File: src/rtl/rom_download_ctrl.sv
// ROM download controller: registers the hps_io ioctl byte stream onto the core's dn_* port,
// tags each byte with its ROM region, and holds the core in reset until a full ROM set has loaded.
`timescale 1ns/1ps
module rom_download_ctrl #(
    parameter int unsigned ROM_SIZE    = 32'h10000,
    parameter logic [15:0] R1_BASE     = 16'h8000,
    parameter logic [15:0] R2_BASE     = 16'hA000,
    parameter logic [15:0] R3_BASE     = 16'hC000,
    parameter int unsigned HOLD_CYCLES = 1024
) (
    input  logic        clk_sys,
    input  logic        reset,
    input  logic        ioctl_download,
    input  logic        ioctl_wr,
    input  logic [24:0] ioctl_addr,
    input  logic [7:0]  ioctl_dout,
    output logic [15:0] dn_addr,
    output logic [7:0]  dn_data,
    output logic        dn_wr,
    output logic [1:0]  rom_sel,
    output logic        core_reset,
    output logic        rom_loaded,
    output logic        dl_done,
    output logic        overflow,
    output logic [15:0] checksum,
    output logic [16:0] byte_count,
    output logic [4:0]  state_dbg
);

    localparam int CNT_W = (HOLD_CYCLES > 1) ? $clog2(HOLD_CYCLES) : 1;
    localparam logic [CNT_W-1:0] HOLD_LOAD = CNT_W'(HOLD_CYCLES - 1);

    // One-hot so core_reset decodes from a single state bit.
    typedef enum logic [4:0] {
        ST_IDLE  = 5'b00001,
        ST_LOAD  = 5'b00010,
        ST_FLUSH = 5'b00100,
        ST_HOLD  = 5'b01000,
        ST_DONE  = 5'b10000
    } state_t;

    state_t           state;
    state_t           state_next;
    logic [CNT_W-1:0] hold_cnt;

    logic in_load;
    logic enter_load;
    logic hold_expire;
    logic wr_hit;
    logic in_range;
    logic accept;
    logic reject;

    function automatic logic [1:0] region_of(input logic [15:0] a);
        if (a >= R3_BASE)      return 2'd3;
        else if (a >= R2_BASE) return 2'd2;
        else if (a >= R1_BASE) return 2'd1;
        else                   return 2'd0;
    endfunction

    always_ff @(posedge clk_sys or posedge reset) begin
        if (reset) begin
            state <= ST_IDLE;
        end else begin
            state <= state_next;
        end
    end

    always_comb begin
        state_next = state;
        case (state)
            ST_IDLE:  if (ioctl_download) state_next = ST_LOAD;
            ST_LOAD:  if (!ioctl_download) state_next = ST_FLUSH;
            ST_FLUSH: state_next = ioctl_download ? ST_LOAD : ST_HOLD;
            ST_HOLD: begin
                if (ioctl_download)      state_next = ST_LOAD;
                else if (hold_cnt == '0) state_next = ST_DONE;
            end
            ST_DONE:  if (ioctl_download) state_next = ST_LOAD;
            default:  state_next = ST_IDLE;
        endcase
    end

    always_comb begin
        core_reset  = (state != ST_DONE);
        in_load     = (state == ST_LOAD);
        enter_load  = (state != ST_LOAD) && (state_next == ST_LOAD);
        hold_expire = (state == ST_HOLD) && (state_next == ST_DONE);
        state_dbg   = state;
    end

    always_ff @(posedge clk_sys or posedge reset) begin
        if (reset) begin
            hold_cnt <= '0;
        end else if (state == ST_FLUSH) begin
            hold_cnt <= HOLD_LOAD;
        end else if ((state == ST_HOLD) && (hold_cnt != '0)) begin
            hold_cnt <= hold_cnt - CNT_W'(1);
        end
    end

    always_ff @(posedge clk_sys or posedge reset) begin
        if (reset) begin
            rom_loaded <= 1'b0;
            dl_done    <= 1'b0;
        end else begin
            dl_done <= hold_expire;
            if (enter_load) begin
                rom_loaded <= 1'b0;
            end else if (hold_expire) begin
                rom_loaded <= 1'b1;
            end
        end
    end

    always_comb begin
        wr_hit   = ioctl_wr & ioctl_download & in_load;
        in_range = ({7'd0, ioctl_addr} < ROM_SIZE);
        accept   = wr_hit & in_range;
        reject   = wr_hit & ~in_range;
    end

    // dn_wr is a one-cycle strobe qualifying dn_addr/dn_data/rom_sel; there is no ready,
    // the core must take every strobe. The qualified fields hold between strobes.
    always_ff @(posedge clk_sys or posedge reset) begin
        if (reset) begin
            dn_wr   <= 1'b0;
            dn_addr <= '0;
            dn_data <= '0;
            rom_sel <= '0;
        end else begin
            dn_wr <= accept;
            if (accept) begin
                dn_addr <= ioctl_addr[15:0];
                dn_data <= ioctl_dout;
                rom_sel <= region_of(ioctl_addr[15:0]);
            end
        end
    end

    always_ff @(posedge clk_sys or posedge reset) begin
        if (reset) begin
            checksum   <= '0;
            byte_count <= '0;
            overflow   <= 1'b0;
        end else if (enter_load) begin
            checksum   <= '0;
            byte_count <= '0;
            overflow   <= 1'b0;
        end else begin
            if (accept) begin
                checksum <= checksum + {8'd0, ioctl_dout};
                if (byte_count != 17'h1FFFF) begin
                    byte_count <= byte_count + 17'd1;
                end
            end
            if (reject) begin
                overflow <= 1'b1;
            end
        end
    end

endmodule

File: config.mk
export PLATFORM = sky130hd
export DESIGN_NAME = rom_download_ctrl
export DESIGN_NICKNAME = d
export VERILOG_FILES = /design/src/rtl/rom_download_ctrl.sv
export SDC_FILE = /design/constraint.sdc
export NUM_CORES = 1
export LEC_CHECK = 0
export BUFFER_PORTS_ARGS = -buffer_cell sky130_fd_sc_hd__buf_2
export CORE_AREA = 5 5 101 103
export CTS_BUF_LIST = sky130_fd_sc_hd__clkbuf_8
export CTS_CLUSTER_DIAMETER = 60
export CTS_CLUSTER_SIZE = 28
export DETAILED_ROUTE_END_ITERATION = 16
export DIE_AREA = 0 0 106 108
export PLACE_DENSITY = 0.74
export SLEW_MARGIN = 0
export SYNTH_ARGS = -nofsm -noshare
export SYNTH_HDL_FRONTEND = slang
export SYNTH_SLANG_ARGS = --single-unit
File: constraint.sdc
create_clock -name clk_sys -period 6.3 [get_ports clk_sys]
set_clock_uncertainty 0.1 [all_clocks]
set_input_delay 0.315 -clock clk_sys [delete_from_list [all_inputs] [get_ports clk_sys]]
set_output_delay 0.315 -clock clk_sys [all_outputs]
set_load 0.02 [all_outputs]
==> results of run 1 <==
## tightest hold or removal path: cells and delay by family
family,cells,cell delay [ns]
buffers and inverters,1,0.08
AND/OR/NAND/NOR,2,0.09
## layout by cell type (no fill, tap or decap), types with 10 or more instances in the layout
cell,netlist,final
sky130_fd_sc_hd__buf_2,6,105
sky130_fd_sc_hd__xor2_1,10,10
sky130_fd_sc_hd__nand3_1,14,14
sky130_fd_sc_hd__xnor2_1,16,16
sky130_fd_sc_hd__ha_1,11,11
sky130_fd_sc_hd__nor2_1,27,27
sky130_fd_sc_hd__clkbuf_8,0,10
sky130_fd_sc_hd__a21oi_1,24,24
sky130_fd_sc_hd__dfrtp_1,77,77
sky130_fd_sc_hd__nand2_1,109,109
## flip-flops by register name (all words and copies together) (netlist names)
signal      count
byte_count     17
checksum       16
dl_done         1
dn_addr        16
dn_data         8
dn_wr           1
hold_cnt       10
overflow        1
rom_loaded      1
rom_sel         2
state_dbg       5
## how the worst max path moves through the flow
stage,start,to,slack (ns),depth (start not counted)
floorplan,checksum[0],checksum[12],3.88,7
global placement,state_dbg[3],checksum[2],3.24,6
detailed placement,state_dbg[3],checksum[2],3.17,6
CTS,state_dbg[3],checksum[2],3.17,6
global route,state_dbg[3],checksum[2],2.79,6
finish,state_dbg[3],checksum[2],3.20,6
## layout make-up
| class | count | share of cell area |
|---|---|---|
| multi-input cells | 320 | 0.403 |
| clock inverters | 5 | 0.00583 |
| repair buffers | 106 | 0.113 |
| flip-flops and latches | 78 | 0.414 |
| inverters | 7 | 0.00557 |
| well taps | 111 | 0.0294 |
| clock buffers | 10 | 0.0292 |
## power groups by stage
stage          clock network, mW  logic, mW  registers, mW
6_report                   0.328      0.220          0.603
3_5_place_dp                   0      0.222          0.610
3_3_place_gp                   0      0.216          0.608
2_1_floorplan                  0      0.170          0.599
5_1_grt                    0.360      0.248          0.611
4_1_cts                    0.339      0.224          0.602
## metal layers
layer / vias to the layer above / GRT usage
met3: 9 / 0.0442
met1: 1605 / 0.227
met4: 0 / 0.0574
met2: 106 / 0.277
li1: 1669 / -
met5: - / 0
## synthesized netlist by cell type, drive strengths merged, types with 7 or more instances
cell type  count
nand2b         7
buf            9
nand4         11
dfrtp         77
nor3           7
o21ai          9
a21oi         24
nor2          27
clkbuf        11
ha            11
nor4          10
xnor2         16
xor2          10
inv            7
nand3         14
nand2        110
## kinds of logic (layout without fill, tap and decap cells)
kind of cell,after synthesis,in the layout,synth area share
buffers and inverters,27,128,0.0320
AND/OR/NAND/NOR,213,213,0.262
multiplexers,3,3,0.00754
flip-flops,78,78,0.490
adder cells (fa/ha/maj),12,12,0.0396
XOR/XNOR,26,26,0.0572
AO/OA/AOI/OAI,66,66,0.112
==> summary by stage, run 1 <==
Final layout
0 antenna diodes ended up in the layout. Summing all non-filler instances in the final layout gives an area of 4720 um^2. The storage element area is 1950 um^2.

The layout-stage area growth over the synthesis result is 18.5%. The final layout net count is 571. Fill cells in the final layout number 884. The utilization after layout is 0.518. Leaving out filler cells and counting taps, the final layout contains 637.

The area used by multi-input combinational logic is 1900 um^2. Of the cells placed in the final design, the portion with a size suffix greater than 1 is 0.245.

Worst setup path
The kind of cell with the highest combined delay along the critical path is simple AND/OR/NAND/NOR gates. The worst setup path is launched from a flip-flop. STA puts the critical path data required time at 6.44 ns. In this design, the stage delay of the slowest critical-path cell is 0.90 ns. The number of buffers and inverters on the critical path is 1.

The reg2reg setup slack is 3.20 ns. The worst register-to-register path ends at checksum[2]. Walking the worst path, the cells encountered are nor4_4 > and4_1 > nand2_2 > inv_1 > nor2_1 > a211oi_1. The type of the setup path with the least slack is flip-flop to flip-flop. The biggest fanout along the worst timing path is 47.

The worst register-to-register path begins at state_dbg[3]. The cell depth of the worst flop-to-flop path is 6. STA classifies the critical path endpoint as a flip-flop. The critical path arrival is 3.24 ns. The slowest stage cell on the critical path is sky130_fd_sc_hd__inv_1.

Power and ir drop
For this design the total switching power over the nets is 0.372 mW. The internal power of the cells totals 0.779 mW. The worst-case IR drop observed on VDD is 0.157 mV. In this run the static leakage power is 2.48 nW.

The share of total power dissipated in the clock network is 0.285. Power spread over the standard cell area amounts to 244 nW/um^2. The combinational share of power is 0.191. The switching share of power is 0.323. The share of power burned in registers is 0.524. Summing internal, switching and leakage power gives 1.15 mW.

Detailed routing
The uppermost signal routing layer after detailed routing is met4. The total number of vias is 3389. The residual antenna-violating net count after detailed routing is 0. The violation count after the first detailed-routing iteration is 158. The total detailed-routing wirelength is 9.54 mm.

For this run, the detailed router's first-pass iteration total came to 4. The routed length on met3 is 690 um. Wire segments on met2 add up to 4.42 mm in the final route.

The via density per instance is 5.32. For this block, wires on met1 add up to 4.31 mm. The remaining design rule violation count is 0. The detailed-route wire length per cell is 15.0 um.

Synthesis
Of all cell types, the one taking the most synthesized area is sky130_fd_sc_hd__dfrtp_1. The share of the yosys chip area belonging to registers is 0.490. Yosys attributes the largest share of cell area to sky130_fd_sc_hd__dfrtp_1 (48%), sky130_fd_sc_hd__nand2_1 (10%), sky130_fd_sc_hd__xnor2_1 (3.5%). The synthesized netlist net count is 474. The gate count after technology mapping is 425. The number of enable flip-flop cells after synthesis is 0. The share of synthesized flip-flops with an asynchronous set or reset is 1.00. The synthesized netlist contains 50 unique library cells.

The most used flip-flop cell after synthesis is sky130_fd_sc_hd__dfrtp_1. The yosys synthesis warning count is 0. Counting flops and latches in the post-synthesis netlist gives 78. The synthesized cell area is 3980 um^2. The share of synthesized area in the top cell type comes to 0.484. The mean area per synthesized cell is 9.37 um^2.

GRT
The total grt overflow is 0. The first-pass GRT wire length is 16.1 mm. The pin count of the biggest net entering global routing is 79.

The initial antenna violation count is 0. For this run, the total global-route usage over all layers was measured as 0.172. The via count of the first global-routing pass is 3338.

Place
The number of placed instances with taps included is 622. The pre-CTS setup slack is 3.17 ns. Routability-driven placement finished with a final weighted congestion of 0.779. The quantity of I/O buffers inserted on ports is 105.

The post-place instance area is 4550 um^2. The detailed-placement wirelength estimate is 6.92 mm.

Timing
The post-route worst setup slack is 3.20 ns. The headroom to the max-slew limit is 0.337. The number of hold violations in the final report is 0.

Dividing the final minimum period by the clock period gives 0.492. The worst hold slack after final layout is 0.0628 ns. At the pin with the least slew margin, the transition time is 0.995 ns. The clock period could shrink to 3.10 ns.

For the final routed database, the setup TNS stands at 0 ns. Static timing analysis puts the maximum clock frequency at 0.323 GHz. Setup repair after global routing left no endpoint under its margin. The max-slew violation count is 0.

The count of endpoints failing setup in the final report is 0.

Floorplan
In this run the count of I/O pins placed on the die edge is 106. The floorplan has 35 rows. The core region is 9110 um^2.

The die span in y is 108 um. The die covers 11400 um^2. The width of the die is 106 um. The starting density of the core is 0.437.

Clock tree
The clock-pin transition on the worst setup and hold timing paths is 0.08 ns. The buffer count from post-CTS setup fixing is 0. The number of sinks driven by the clock tree is 78. In this run the deepest clock path goes through 2 buffers.

The clock latency of the later-clocked register in the worst-skew pair is 0.35 ns. The number of clock buffers added by TritonCTS is 9. The cell sitting at the root of the clock tree is a sky130_fd_sc_hd__clkbuf_8. The count of hold-fix buffers inserted at cts is 0. The H-tree was split into 3 levels. The CTS tree is built.

The total of cells resized after clock tree synthesis is 0.

Worst hold path
The worst hold path begins at ioctl_addr[11]. The worst hold path passes through 3 cells. The worst hold path terminates at dn_addr[11]. The class of the worst hold path is primary input to flip-flop.

Run
The count of max-cap constraint violations is 0.

Outcome
The flow ran to the end, and the final reports show no timing, DRC or antenna violations.
Power figures use the tool's default switching activity.
==> inputs of run 2 (changes only) <==
Clock period 6.3 ns to 3.2 ns, I/O delays scaled along.
==> run 2 against run 1 <==
Net effect: sequential share of layout area is 2.8 points lower; non-clock buffer count is 31 higher; utilization increased by 3.8 points; first-iteration DRC count decreased by 7.0%; global-route usage increased by 1.4 points; hold slack gained 0.25 ns; power increased by 110%; clock power rose by 150%; clock-buffer cell count down 1; sequential power rose by 97%; sequential cell count unchanged; design area up 7.3%.
==> summary by stage, run 2 (synthesized netlist as in run 1, its figures left out) <==
Outcome
The flow ran to the end, and the final reports show no timing, DRC or antenna violations.

Floorplan
The die footprint is 11400 um^2 (unchanged). The width of the die is 106 um (unchanged). The total core area was 9110 um^2 (unchanged).

The count of pins on the block boundary is 106 (unchanged). The starting density of the core is 0.437 (unchanged). The die span in y is 108 um (unchanged). The cell row count came to 35 (unchanged).

Worst setup path
The biggest fanout along the worst timing path is 5 (-89%). STA classifies the critical path startpoint as a primary input. The endpoint type of the worst setup path is a flip-flop. The type of the setup path with the least slack is primary input to flip-flop.

Traced cell by cell, the critical path runs through dlygate4sd3_1 > buf_2 > ha_1 > fa_1 > a21o_1 > a221oi_1 > a2111oi_4 > a211o_1 > nand2_1. On the critical path, the stage with the largest delay is an instance of sky130_fd_sc_hd__a221oi_1. The cell depth of the worst flop-to-flop path is 7 (+1).

The largest delay contributor family on the critical path is compound AO/OA/AOI/OAI gates. The critical path arrival came to 2.80 ns (-0.44 ns). The largest incremental delay on the critical path is 0.57 ns (-0.33 ns). The number of cells on the critical path was 9 (+3). The number of buffers and inverters on the critical path is 2 (+1). The data required time of the critical path is 3.39 ns (-3.05 ns).

Final layout
The layout-stage area growth over the synthesis result is 27.1%. The number of flip-flops in the largest register is 17 (unchanged). The utilization after layout is 0.556 (+0.0378). The share of layout cells above drive strength 1 is 0.241 (-0.00467). The library cells used most frequently in the layout, excluding fill and tap cells, are sky130_fd_sc_hd__nand2_1 (109), sky130_fd_sc_hd__buf_2 (105), sky130_fd_sc_hd__dfrtp_1 (77). The area used by multi-input combinational logic is 1900 um^2 (unchanged).

Counting flops per register, the top entry is byte_count. The number of inserted diodes came to 0 (unchanged). The largest registers in the layout are byte_count (17), checksum (16), dn_addr (16). The storage element area came to 1950 um^2 (unchanged). The library cell used most frequently in the layout, excluding fill and tap cells, is sky130_fd_sc_hd__nand2_1. The final layout net count came to 602 (+5.4%). The fill cell instance count of the final layout is 804 (-9.0%).

Power and ir drop
The power density over the cells was 485 nW/um^2 (+99%). The static leakage is 2.62 nW (+5.8%). The total power draw is 2.46 mW (+110%). The maximum vdd ir drop is 0.339 mV (+120%).

Timing
The worst hold slack after final layout is 0.316 ns (+0.253 ns). The count of endpoints failing setup in the final report is 0 (unchanged). In the finished design, the share of the clock period the worst path needs comes to 0.815. Static timing analysis puts the maximum clock frequency at 0.383 GHz. The actual slew at the worst max-slew pin was 0.711 ns (-0.284 ns). Setup repair after global routing left no endpoint under its margin. The number of hold violations in the final report is 0 (unchanged). The headroom to the max-slew limit came to 0.526 (+0.189).

Subtracting the final worst setup slack from the clock period gives 2.61 ns. The post-route worst setup slack is 0.592 ns (-2.61 ns). The summed negative setup slack over all endpoints came to 0 ns (unchanged). The max-slew violation count is 0 (unchanged).

Place
The detailed-placement wirelength estimate was 7.07 mm (+2.2%). The weighted congestion reported at the end of routability-driven placement came to 0.872 (+12%). The quantity of I/O buffers inserted on ports is 105 (unchanged). The pre-CTS setup slack was 0.688 ns (-2.49 ns).

Detailed routing
The total detailed-routing wirelength is 10.2 mm (+7.4%). The via density per instance is 5.34 (+0.45%). The first-pass detailed-route iteration total is 4 (unchanged).

The violation count after the first detailed-routing iteration is 147 (-7.0%). The residual antenna-violating net count after detailed routing is 0 (unchanged). The total number of vias is 3570 (+5.3%). The detailed-route wire length per cell is 15.3 um (+2.4%).

The remaining design rule violation count was 0 (unchanged).

Clock tree
The clock-pin transition on the worst setup and hold timing paths is 0.09 ns (about the same). The number of buffers on the longest clock path came to 2 (unchanged). TritonCTS built the clock tree. The level count of the clock H-tree is 3 (unchanged).

The number of buffers created by CTS is 9 (unchanged). The tree is rooted in a sky130_fd_sc_hd__clkbuf_8. The clock latency of the later-clocked register in the worst-skew pair is 0.35 ns (about the same).

The number of sinks driven by the clock tree is 78 (unchanged).

GRT
The global-route usage over all layers is 0.186 (+0.0141). The initial antenna violation count is 0 (unchanged). The total grt overflow is 0 (unchanged). The first-pass GRT wire length is 17.2 mm (+6.9%). The pin count of the biggest net entering global routing is 50 (-37%). The via count of the first global-routing pass is 3511 (+5.2%).

Worst hold path
In this run the worst hold path is classified as primary input to asynchronous set/reset pin.

Run
The count of max-cap constraint violations came to 0 (unchanged).
## run 2: final timing paths
check,from,end,slack (ns)
min reg2reg,dn_addr[10],dn_addr[10],0.37
max,ioctl_dout[0],checksum[12],0.59
max reg2reg,checksum[0],checksum[12],0.68
min,reset,byte_count[10],0.32
max in group asynchronous,reset,checksum[0],2.15
min in group clk_sys,ioctl_addr[21],byte_count[3],0.34
## run 2: per-stage QoR
stage                     cells  instance area, um^2
after floorplan             425                 3980
after global placement      627                 4590
after detailed placement    627                 4590
after CTS                   668                 5060
after global routing        668                 5060
final                       668                 5060
## run 2: worst reg2reg max path, delay by kind of cell, from the launching register on
kind                       cells  cell delay [ns]
AOI/OAI and AO/OA              4             1.28
adders and majority gates      2             0.64
DFF                            1             0.40
and+or+nand+nor                1             0.05
## run 2: power by group
| group | total (mW) | switching, mW | internal (mW) |
|---|---|---|---|
| Combinational | 0.463 | 0.264 | 0.199 |
| Sequential | 1.19 | 0.120 | 1.07 |
| Clock | 0.805 | 0.370 | 0.435 |
## run 2: timing repair
action	4_1_cts	5_1_grt
hold buffers	26	0
buffers inserted	0	0
resized for setup	0	0
endpoints found under the hold margin	104	0
## run 2: layout make-up
cell class	count	share of cell area
repair buffers	137	0.164
multi-input cells	320	0.376
well taps	111	0.0274
clock inverters	6	0.0173
clock buffers	9	0.0245
inverters	7	0.00519
flip-flops and latches	78	0.386
## run 2: metal layers
metal | vias to the layer above | track usage | wire length, um
li1 | 1738 | - | -
met1 | 1705 | 0.245 | 4710
met2 | 111 | 0.308 | 4830
met3 | 16 | 0.0448 | 561
met4 | 0 | 0.0527 | 144
met5 | - | 0 | 0
==> inputs of run 3 (changes only) <==
Clock period 3.2 ns to 2.5 ns, I/O delays scaled along.
==> run 3 against run 2 <==
Net effect: sequential power grew 28%; routed wire length grew 0.65%; first-iteration DRC count grew 20%; clock power grew 29%; non-clock buffer count grew 9; power grew 30%; sequential share of layout area shrank 0.93 points; hold slack lost 0.063 ns; utilization grew 1.4 points; design area grew 2.5%; via count grew 1.5%; sequential cell count is the same.
==> summary by stage, run 3 (synthesized netlist as in run 1, its figures left out) <==
GRT
The global-route usage over all layers was 0.182 (-0.00369). The pin count of the biggest net entering global routing came to 38 (-24%). The routing layer with the top usage in global route is met2. The first-pass GRT wire length is 17.0 mm (-0.96%). The via count of the first global-routing pass is 3651 (+4.0%). The met2 demand-to-capacity share in global routing was 0.309 (+0.00137).

The total grt overflow is 0 (unchanged). The initial antenna violation count is 0 (unchanged). The met3 routing resource usage after global routing was 0.0388 (-0.00597). The met1 capacity usage during global routing was 0.227 (-0.0179).

Worst setup path
The critical path arrival was 2.56 ns (-0.24 ns). The endpoint type of the worst setup path is a flip-flop. The data required time of the critical path came to 2.65 ns (-0.74 ns).

The biggest fanout along the worst timing path was 5 (unchanged). STA classifies the critical path startpoint as a flip-flop. The critical path is of the flip-flop to flip-flop type.

Place
The number of placed instances with taps included is 636 (+1.4%). The post-place instance area is 4680 um^2 (+2.0%). The pre-CTS setup slack is 0.181 ns (-0.507 ns). The detailed-placement wirelength estimate came to 7.22 mm (+2.2%).

The quantity of I/O buffers inserted on ports is 105 (unchanged). The weighted congestion reported at the end of routability-driven placement came to 0.864 (-0.95%).

Detailed routing
The total detailed-routing wirelength is 10.3 mm (+0.65%). The total number of vias came to 3623 (+1.5%). The violation count after the first detailed-routing iteration is 176 (+20%).

The remaining design rule violation count came to 0 (unchanged). The detailed-route wire length per cell was 15.2 um (-0.83%). The residual antenna-violating net count after detailed routing is 0 (unchanged). The via density per instance is 5.34 (about the same).

The first-pass detailed-route iteration total is 5 (+1).

Power and ir drop
The total power draw is 3.20 mW (+30%). The static leakage was 2.68 nW (+2.2%). The internal portion of total power is 2.21 mW (+30%).

The share of power burned in registers is 0.475 (-0.009). The switching share of power is 0.308 (+0.00141). The net switching component of the power is 0.986 mW (+31%). The power density over the cells came to 617 nW/um^2 (+27%). The share of power burned in the clock network came to 0.324 (-0.004).

The combinational share of power is 0.201 (+0.012). The maximum vdd ir drop is 0.509 mV (+50%).

Clock tree
The level count of the clock H-tree is 3 (unchanged). The clock latency of the later-clocked register in the worst-skew pair came to 0.36 ns (about the same). The number of buffers created by CTS was 9 (unchanged). The number of sinks driven by the clock tree was 78 (unchanged). The number of buffers on the longest clock path is 2 (unchanged). The clock-pin transition on the worst setup and hold timing paths came to 0.08 ns (about the same). The buffer type at the clock tree root is sky130_fd_sc_hd__clkbuf_8. TritonCTS built the clock tree.

Final layout
The area used by multi-input combinational logic is 1930 um^2 (+1.6%). The fill cell instance count of the final layout came to 832 (+3.5%). The number of standard cells in the layout, taps in and fillers out is 678 (+1.5%).

The layout-stage area growth over the synthesis result is 30.2%. The number of inserted diodes is 0 (unchanged). The share of layout cells above drive strength 1 is 0.263 (+0.0222). Leaving out fill and tap cells, the most frequent cells in the layout are sky130_fd_sc_hd__nand2_1 (109), sky130_fd_sc_hd__buf_2 (105), sky130_fd_sc_hd__dfrtp_1 (77). The final layout net count is 611 (+1.5%). The most common library cell in the layout ignoring fill and taps is sky130_fd_sc_hd__nand2_1.

In the final layout, the registers with the most flip-flops are byte_count (17), checksum (16), dn_addr (16). The storage element area was 1950 um^2 (unchanged). The register ranked first by flip-flop count is byte_count.

The utilization after layout is 0.570 (+0.0137). The number of flip-flops in the largest register is 17 (unchanged). The cell area after layout is 5190 um^2 (+2.5%).

Run
The count of max-cap constraint violations is 0 (unchanged).

Timing
The headroom to the max-slew limit is 0.501 (-0.0252). The number of hold violations in the final report is 0 (unchanged). The post-route worst setup slack is 0.0955 ns (-0.497 ns).

The actual slew at the worst max-slew pin came to 0.749 ns (+0.0377 ns). The final critical-path share of the clock period is 0.962. The max-slew violation count came to 0 (unchanged).

The summed negative setup slack over all endpoints is 0 ns (unchanged). The worst hold slack after final layout came to 0.253 ns (-0.0628 ns). Derived from the worst setup path, the maximum achievable clock frequency is 0.416 GHz. The count of endpoints failing setup in the final report is 0 (unchanged). After layout, the minimum clock period comes to 2.40 ns.

Floorplan
The starting density of the core is 0.437 (unchanged). The cell row count is 35 (unchanged). The die span in y is 108 um (unchanged).

The total core area is 9110 um^2 (unchanged). The count of pins on the block boundary is 106 (unchanged). The width of the die is 106 um (unchanged). The die footprint is 11400 um^2 (unchanged).

Outcome
The run finished with clean final reports.

Worst hold path
The class of the worst hold path is primary input to flip-flop.
-- run 3: changes by cell type in the layout (fill, tap and decap cells not counted), sizes merged --
cell | before | now
buf | 111 | 120
clkinv | 0 | 3
clkinvlp | 2 | 1
inv | 9 | 8
-- run 3: metal layers --
layer  up-vias  wire [um]
li1       1748          -
met1      1728       4680
met2       122       4820
met3        25        586
met4         0        221
met5         -          0
-- run 3: area by class of cell --
cell class                 instances  share of cell area
clock buffer                       9              0.0239
tap                              111              0.0268
multi-input combinational        320               0.373
sequential                        78               0.376
clock inverter                     7              0.0174
inverter                           7             0.00506
timing repair buffer             146               0.178
-- run 3: repair_timing --
item,4_1_cts,5_1_grt
hold endpoints to repair,54,0
hold buffers,26,0
buffers inserted,0,0
endpoints found under the setup margin,0,4
resized for setup,0,5
-- run 3: worst paths after layout --
check | from | endpoint | slack, ns | cells after the start
hold reg to reg | dn_addr[7] | dn_addr[7] | 0.37 | 2
setup / recovery | byte_count[4] | byte_count[15] | 0.1 | 9
max in group asynchronous | reset | checksum[1] | 1.19 | 4
setup reg to reg | byte_count[4] | byte_count[15] | 0.1 | 9
hold / removal | ioctl_addr[21] | overflow | 0.25 | 5
min in group asynchronous | reset | byte_count[10] | 0.27 | 3
-- run 3: critical path: stages, from the launching register on --
cell and delay, ns:
sky130_fd_sc_hd__dfrtp_1 0.42, sky130_fd_sc_hd__and4_1 0.28, sky130_fd_sc_hd__nand2_1 0.17, sky130_fd_sc_hd__nor3_1 0.08, sky130_fd_sc_hd__ha_1 0.23, sky130_fd_sc_hd__and3b_1 0.28, sky130_fd_sc_hd__nand3_2 0.18, sky130_fd_sc_hd__nor4_2 0.32
sky130_fd_sc_hd__xnor2_1 0.17, sky130_fd_sc_hd__nor2_1 0.05
-- run 3: power by group through the flow --
stage	registers [mW]	logic, mW	clock network, mW
finish	1.52	0.643	1.04
global route	1.54	0.718	1.12
CTS	1.52	0.645	1.06
detailed placement	1.54	0.614	0
global placement	1.53	0.594	0
floorplan	1.51	0.428	0
